===== config.mk =====
export PLATFORM = sky130hd
export DESIGN_NAME = alu_seq
export DESIGN_NICKNAME = d
export VERILOG_FILES = /design/src/rtl/alu_seq.sv
export SDC_FILE = /design/constraint.sdc
export NUM_CORES = 1
export LEC_CHECK = 0
export CORE_MARGIN = 4
export CORE_UTILIZATION = 53
export CTS_CLUSTER_DIAMETER = 30
export DETAILED_ROUTE_END_ITERATION = 16
export HOLD_SLACK_MARGIN = 0.15
export MAX_ROUTING_LAYER = met4
export PLACE_DENSITY = 0.73
export SYNTH_ARGS = -nofsm -noshare
export SYNTH_HDL_FRONTEND = slang
export SYNTH_SLANG_ARGS = --single-unit

===== constraint.sdc =====
create_clock -name clk_i -period 5.4 [get_ports clk_i]
set_input_delay 1.08 -clock clk_i [delete_from_list [all_inputs] [get_ports clk_i]]
set_output_delay 1.08 -clock clk_i [all_outputs]
set_load 0.03 [all_outputs]

===== src/rtl/alu_seq.sv =====
// rtl/alu_seq.sv - registered ALU with single-cycle logic/arith ops and iterative mul/div/rem
module alu_seq #(
    parameter int WIDTH = 32,
    parameter int CNT_W = $clog2(WIDTH) + 1
) (
    input  logic             clk_i,
    input  logic             rst_i,
    input  logic             valid_i,
    output logic             ready_o,
    input  logic [WIDTH-1:0] src1_i,
    input  logic [WIDTH-1:0] src2_i,
    input  logic [3:0]       ctrl_i,
    output logic             valid_o,
    output logic [WIDTH-1:0] result_o,
    output logic             zero_o,
    output logic             overflow_o,
    output logic             illegal_o
);

    localparam logic [3:0] OP_AND  = 4'b0000;
    localparam logic [3:0] OP_OR   = 4'b0001;
    localparam logic [3:0] OP_ADD  = 4'b0010;
    localparam logic [3:0] OP_SUB  = 4'b0110;
    localparam logic [3:0] OP_SLT  = 4'b0111;
    localparam logic [3:0] OP_NOR  = 4'b1100;
    localparam logic [3:0] OP_MUL  = 4'b1000;
    localparam logic [3:0] OP_DIVU = 4'b1001;
    localparam logic [3:0] OP_REMU = 4'b1010;

    typedef enum logic [0:0] {S_IDLE, S_ITER} state_t;

    state_t           state_q, state_d;
    logic [CNT_W-1:0] cnt_q;
    logic [3:0]       op_q;
    // acc_q: product accumulator (MUL) or partial remainder (DIVU/REMU)
    // opa_q: shifting multiplicand (MUL) or dividend/quotient register (DIVU/REMU)
    // opb_q: shifting multiplier (MUL) or divisor (DIVU/REMU)
    logic [WIDTH-1:0] acc_q, opa_q, opb_q;

    logic             is_iter;
    logic [WIDTH-1:0] sum, diff;
    logic [WIDTH-1:0] sc_result;
    logic             sc_ovf, sc_ill;

    logic [WIDTH-1:0] mul_acc_d;
    logic [WIDTH:0]   div_shift;
    logic             div_ge;
    logic [WIDTH-1:0] div_rem_d, div_quo_d;
    logic [WIDTH-1:0] iter_result;

    assign ready_o = (state_q == S_IDLE);
    assign is_iter = (ctrl_i == OP_MUL) || (ctrl_i == OP_DIVU) || (ctrl_i == OP_REMU);
    assign sum     = src1_i + src2_i;
    assign diff    = src1_i - src2_i;

    // Single-cycle result, overflow and illegal-opcode decode from the live operands
    always_comb begin
        sc_result = '0;
        sc_ovf    = 1'b0;
        sc_ill    = 1'b0;
        case (ctrl_i)
            OP_AND: sc_result = src1_i & src2_i;
            OP_OR:  sc_result = src1_i | src2_i;
            OP_NOR: sc_result = ~(src1_i | src2_i);
            OP_SLT: sc_result = {{(WIDTH-1){1'b0}}, (src1_i < src2_i)};
            OP_ADD: begin
                sc_result = sum;
                sc_ovf    = (src1_i[WIDTH-1] == src2_i[WIDTH-1]) &&
                            (sum[WIDTH-1] != src1_i[WIDTH-1]);
            end
            OP_SUB: begin
                sc_result = diff;
                sc_ovf    = (src1_i[WIDTH-1] != src2_i[WIDTH-1]) &&
                            (diff[WIDTH-1] != src1_i[WIDTH-1]);
            end
            OP_MUL, OP_DIVU, OP_REMU: sc_ill = 1'b0;
            default: sc_ill = 1'b1;
        endcase
    end

    // One shift/add (MUL) or restoring shift/subtract (DIVU/REMU) step
    always_comb begin
        mul_acc_d = opb_q[0] ? (acc_q + opa_q) : acc_q;
        div_shift = {acc_q, opa_q[WIDTH-1]};
        div_ge    = (div_shift >= {1'b0, opb_q});
        // When div_ge holds the true difference is below the divisor, so WIDTH bits suffice
        div_rem_d = div_ge ? (div_shift[WIDTH-1:0] - opb_q) : div_shift[WIDTH-1:0];
        div_quo_d = {opa_q[WIDTH-2:0], div_ge};
        case (op_q)
            OP_MUL:  iter_result = mul_acc_d;
            OP_DIVU: iter_result = div_quo_d;
            default: iter_result = div_rem_d;
        endcase
    end

    // Next-state: IDLE moves to ITER on an accepted iterative op, ITER returns after the last step
    always_comb begin
        state_d = state_q;
        case (state_q)
            S_IDLE: if (valid_i && is_iter) state_d = S_ITER;
            S_ITER: if (cnt_q == CNT_W'(1)) state_d = S_IDLE;
            default: state_d = S_IDLE;
        endcase
    end

    // State register
    always_ff @(posedge clk_i) begin
        if (rst_i) state_q <= S_IDLE;
        else       state_q <= state_d;
    end

    // Datapath: operand capture, iteration registers and registered outputs
    always_ff @(posedge clk_i) begin
        if (rst_i) begin
            cnt_q      <= '0;
            op_q       <= '0;
            acc_q      <= '0;
            opa_q      <= '0;
            opb_q      <= '0;
            valid_o    <= 1'b0;
            result_o   <= '0;
            zero_o     <= 1'b1;
            overflow_o <= 1'b0;
            illegal_o  <= 1'b0;
        end else begin
            valid_o <= 1'b0;
            if (state_q == S_IDLE) begin
                if (valid_i) begin
                    if (is_iter) begin
                        // MUL and DIV share the same load: acc cleared, A and B captured
                        op_q  <= ctrl_i;
                        cnt_q <= CNT_W'(WIDTH);
                        acc_q <= '0;
                        opa_q <= src1_i;
                        opb_q <= src2_i;
                    end else begin
                        valid_o    <= 1'b1;
                        result_o   <= sc_result;
                        zero_o     <= (sc_result == '0);
                        overflow_o <= sc_ovf;
                        illegal_o  <= sc_ill;
                    end
                end
            end else begin
                cnt_q <= cnt_q - CNT_W'(1);
                if (op_q == OP_MUL) begin
                    acc_q <= mul_acc_d;
                    opa_q <= opa_q << 1;
                    opb_q <= opb_q >> 1;
                end else begin
                    acc_q <= div_rem_d;
                    opa_q <= div_quo_d;
                end
                if (cnt_q == CNT_W'(1)) begin
                    valid_o    <= 1'b1;
                    result_o   <= iter_result;
                    zero_o     <= (iter_result == '0);
                    overflow_o <= 1'b0;
                    illegal_o  <= 1'b0;
                end
            end
        end
    end

endmodule


==> run summary <==
OUTCOME
---------------------------------------------------------------------------------
Result of the run                                                    finished, final reports clean

CRITICAL PATH
---------------------------------------------------------------------------------
Setup crit start kind                                                primary input
Reg-to-reg critical path endpoint                                          zero_o
Setup CP Type                                                              in2reg
Worst endpoint data arrival time                                          5.51 ns
Setup slack of the worst register-to-register path                        0.27 ns
Reg-to-reg startpoint                                                   opb_q[23]
Worst reg2reg path depth                                                       15
WP data required                                                          5.77 ns
Crit path max fanout                                                            4
Crit end category                                                            flop

FINAL LAYOUT
---------------------------------------------------------------------------------
Ratio of cells with drive above 1 in the final layout                      10.48%
Filler-free cell count of the finished design                                3040
Synthesis-to-layout area growth                                            17.34%
Top library cells by usage in the layout, fill and taps aside        sky130_fd_sc_hd__nor2_1, sky130_fd_sc_hd__nand2_1, sky130_fd_sc_hd__a21oi_1, sky130_fd_sc_hd__buf_4, sky130_fd_sc_hd__ha_1
Number of nets at the end of the flow                                        2837
Most common library cell in the layout ignoring fill and taps        sky130_fd_sc_hd__nor2_1

ROUTING
---------------------------------------------------------------------------------
Violation count after the first detailed-routing iteration                   2590
Vias after detailed routing                                                 20470
Number of optimization iterations in the first detailed-route pass              6
Final ANT Viol Nets                                                             0
Average wire per standard cell                                           23.87 um
Routed WL                                                                72.58 mm
Mean number of vias per cell                                                6.735
Detailed-route DRC error count                                                  0

PWR
---------------------------------------------------------------------------------
Max VDD drop                                                            0.2994 mV
Standby leakage power                                                 0.008560 uW
Power density relative to cell area                                  237.0 nW/um^2

GRT
---------------------------------------------------------------------------------
Largest net degree at the start of global routing                              96
Met3 routing resource usage after global routing                           5.150%
Wire length of the first global-routing pass                             111.2 mm
All-layer global routing usage                                             40.30%
Global routing usage on met2                                               62.24%
Via count of the first global-routing pass                                  19340
Antenna violations before repair                                                0
Grt ovf                                                                         0
Routing layer with the top usage in global route                             met2
Met1 layer usage reported by global route                                  52.28%

HOLD PATH
---------------------------------------------------------------------------------
Class of the most critical hold timing path                               reg2reg
Source of the worst hold timing path                                  result_o[1]
Hold Path Stages                                                                2
Hold EP                                                               result_o[1]

CLOCK NETWORK
---------------------------------------------------------------------------------
Post-CTS Setup Inserts                                                          0
Library cell used as clock root buffer                               sky130_fd_sc_hd__clkbuf_16
Sinks on Clock Net                                                            143
TritonCTS Buffers                                                              17
Clock Latency Late Sink                                                   0.44 ns
# hold bufs at CTS                                                              0
# resized after CTS                                                             0
TritonCTS clock tree                                                        built
Clock Pin Slew Worst Setup and Hold Paths                                 0.06 ns
H-tree levels                                                                   4
Number of buffers on the longest clock path                                     2

STA
---------------------------------------------------------------------------------
Worst Tran Pin Value                                                     1.034 ns
Clock Skews                                                            0.01118 ns
Final Max Tran Viols                                                            0
Smallest hold slack                                                     0.4614 ns
RSZ-0062 raised after global routing                                           no
Number of setup violations in the final report                                  0
Total count of hold-check failures in the final report                          0
Share of the clock period used by the worst path                           95.09%
Top achievable clock speed                                             0.1947 GHz
Clock period minus final worst setup slack                               5.135 ns
Max-slew headroom at the worst pin                                         31.05%

LOGIC SYNTHESIS
---------------------------------------------------------------------------------
Seq cells post-synth                                                          143
Average size of a mapped cell                                          7.034 um^2
Share of flip-flops with an asynchronous set or reset                          0%
Share of synthesized area occupied by flip-flops and latches               16.59%
Dominant synthesized flop cell                                       sky130_fd_sc_hd__dfxtp_1
Synthesized netlist cell count                                               2453
Count of unique library cells instantiated by Yosys                            89
Post-synth EDFFs                                                                0
Area of the mapped netlist                                             17250 um^2
Yosys synthesis warning count                                                   0
Syn nets                                                                     2698

PLACEMENT
---------------------------------------------------------------------------------
RePlAce Congestion                                                          1.088
Port Buf Inserts                                                              107
Total instance count after detailed placement                                3008
Final HPWL from detailed placement                                       56.22 mm

JOB
---------------------------------------------------------------------------------
Number of max-cap violations                                                    0

FLOORPLANNING
---------------------------------------------------------------------------------
Starting Density                                                           54.26%
Total number of placement rows                                                 65
Std-Cell Core Area                                                     31800 um^2
Horizontal extent of the die                                             188.4 um
I/O pin cnt                                                                   108
Height of the chip                                                       188.4 um
Area of the die                                                        35510 um^2

==> metal layers <==
layer	share of wire, %	vias to the layer above
li1	-	9300
met1	40	9592
met2	44	1305
met3	9.5	276
met4	6.3	0
met5	0	-
==> registers in the layout, summed over array words and instances, names as in the netlist <==
signal      cells
acc_q          32
cnt_q           6
illegal_o       1
op_q            4
opa_q          32
opb_q          32
overflow_o      1
result_o       32
state_q         1
valid_o         1
zero_o          1
==> Yosys cell counts (all sizes together), types with 24 or more instances <==
master,n,share of area (%)
a21o,45,2.0
and3,25,0.91
a31oi,26,0.94
o21ai,132,3.8
buf,36,0.97
nand3,49,1.4
nor3,55,1.6
a211oi,75,3.3
ha,170,12
nor2b,30,1.1
a221oi,27,1.4
nand4,24,0.87
and2,24,0.87
inv,145,3.2
xnor2,36,1.8
clkbuf,125,2.7
a22oi,27,1.2
mux2i,70,4.1
nor2,277,6.0
a21oi,237,6.9
dfxtp,143,17
nand2,243,5.3
or3,27,0.98
o211ai,56,2.4
==> final cells by class <==
class,count,area (um^2)
flip-flops and latches,143,2868
multi-input cells,2003,13270
fillers,2849,11550
repair buffers,281,2400
clock inverters,12,157.7
diodes,1,2.502
clock buffers,19,452.9
inverters,146,548.0
well taps,435,544.3
==> per-stage QoR <==
step | utilization, % | setup WS (ns) | cell area [um^2] | total power [uW] | setup TNS, ns
finish | 63.67 | 0.2652 | 20250 | 4798 | 0
detailed placement | 61.74 | -0.05635 | 19630 | 3458 | -0.05635
global route | 63.66 | 0.08752 | 20240 | 4998 | 0
CTS | 63.66 | 0.3788 | 20240 | 4704 | 0
global placement | 61.74 | -0.0006697 | 19630 | 3435 | -0.0006697
floorplan | - | 0.9909 | 17250 | 2662 | 0
==> where the power goes <==
group | total, uW | internal, uW | switching [uW]
Clock | 1250 | 752 | 503
Combinational | 2360 | 903 | 1460
Sequential | 1180 | 1110 | 71.4
Total | 4800 | 2770 | 2030
==> worst max-delay path by stage <==
| stage | from | to | slack (ns) |
|---|---|---|---|
| floorplan | src1_i[0] | zero_o | 0.99 |
| global placement | src2_i[7] | zero_o | -0.0007 |
| detailed placement | src1_i[0] | zero_o | -0.06 |
| CTS | src1_i[0] | zero_o | 0.38 |
| global route | src1_i[5] | zero_o | 0.09 |
| finish | src2_i[7] | zero_o | 0.27 |
==> worst max-delay path, cell delays in order <==
cell and delay, ns:
sky130_fd_sc_hd__clkdlybuf4s50_1 0.47, sky130_fd_sc_hd__inv_1 0.06, sky130_fd_sc_hd__ha_1 0.36, sky130_fd_sc_hd__nor2b_2 0.07, sky130_fd_sc_hd__or4_4 0.44, sky130_fd_sc_hd__or2_0 0.29, sky130_fd_sc_hd__a221oi_1 0.80, sky130_fd_sc_hd__o21bai_1 0.18
sky130_fd_sc_hd__a21oi_1 0.19, sky130_fd_sc_hd__a22oi_1 0.13, sky130_fd_sc_hd__nor4bb_1 0.34, sky130_fd_sc_hd__o2111ai_1 0.15, sky130_fd_sc_hd__or4_1 0.52, sky130_fd_sc_hd__or3_1 0.35, sky130_fd_sc_hd__nand3_1 0.07
==> cells by family after synthesis <==
family	count (synthesis)	share of synthesized area, %
multiplexers	82	4.909
flip-flops	143	16.59
buffers and inverters	307	6.867
adder cells (fa/ha/maj)	174	12.79
AND/OR/NAND/NOR	849	23.04
AO/OA/AOI/OAI	845	33.11
XOR/XNOR	53	2.690
No activity file was read; power rests on OpenSTA's default activity.
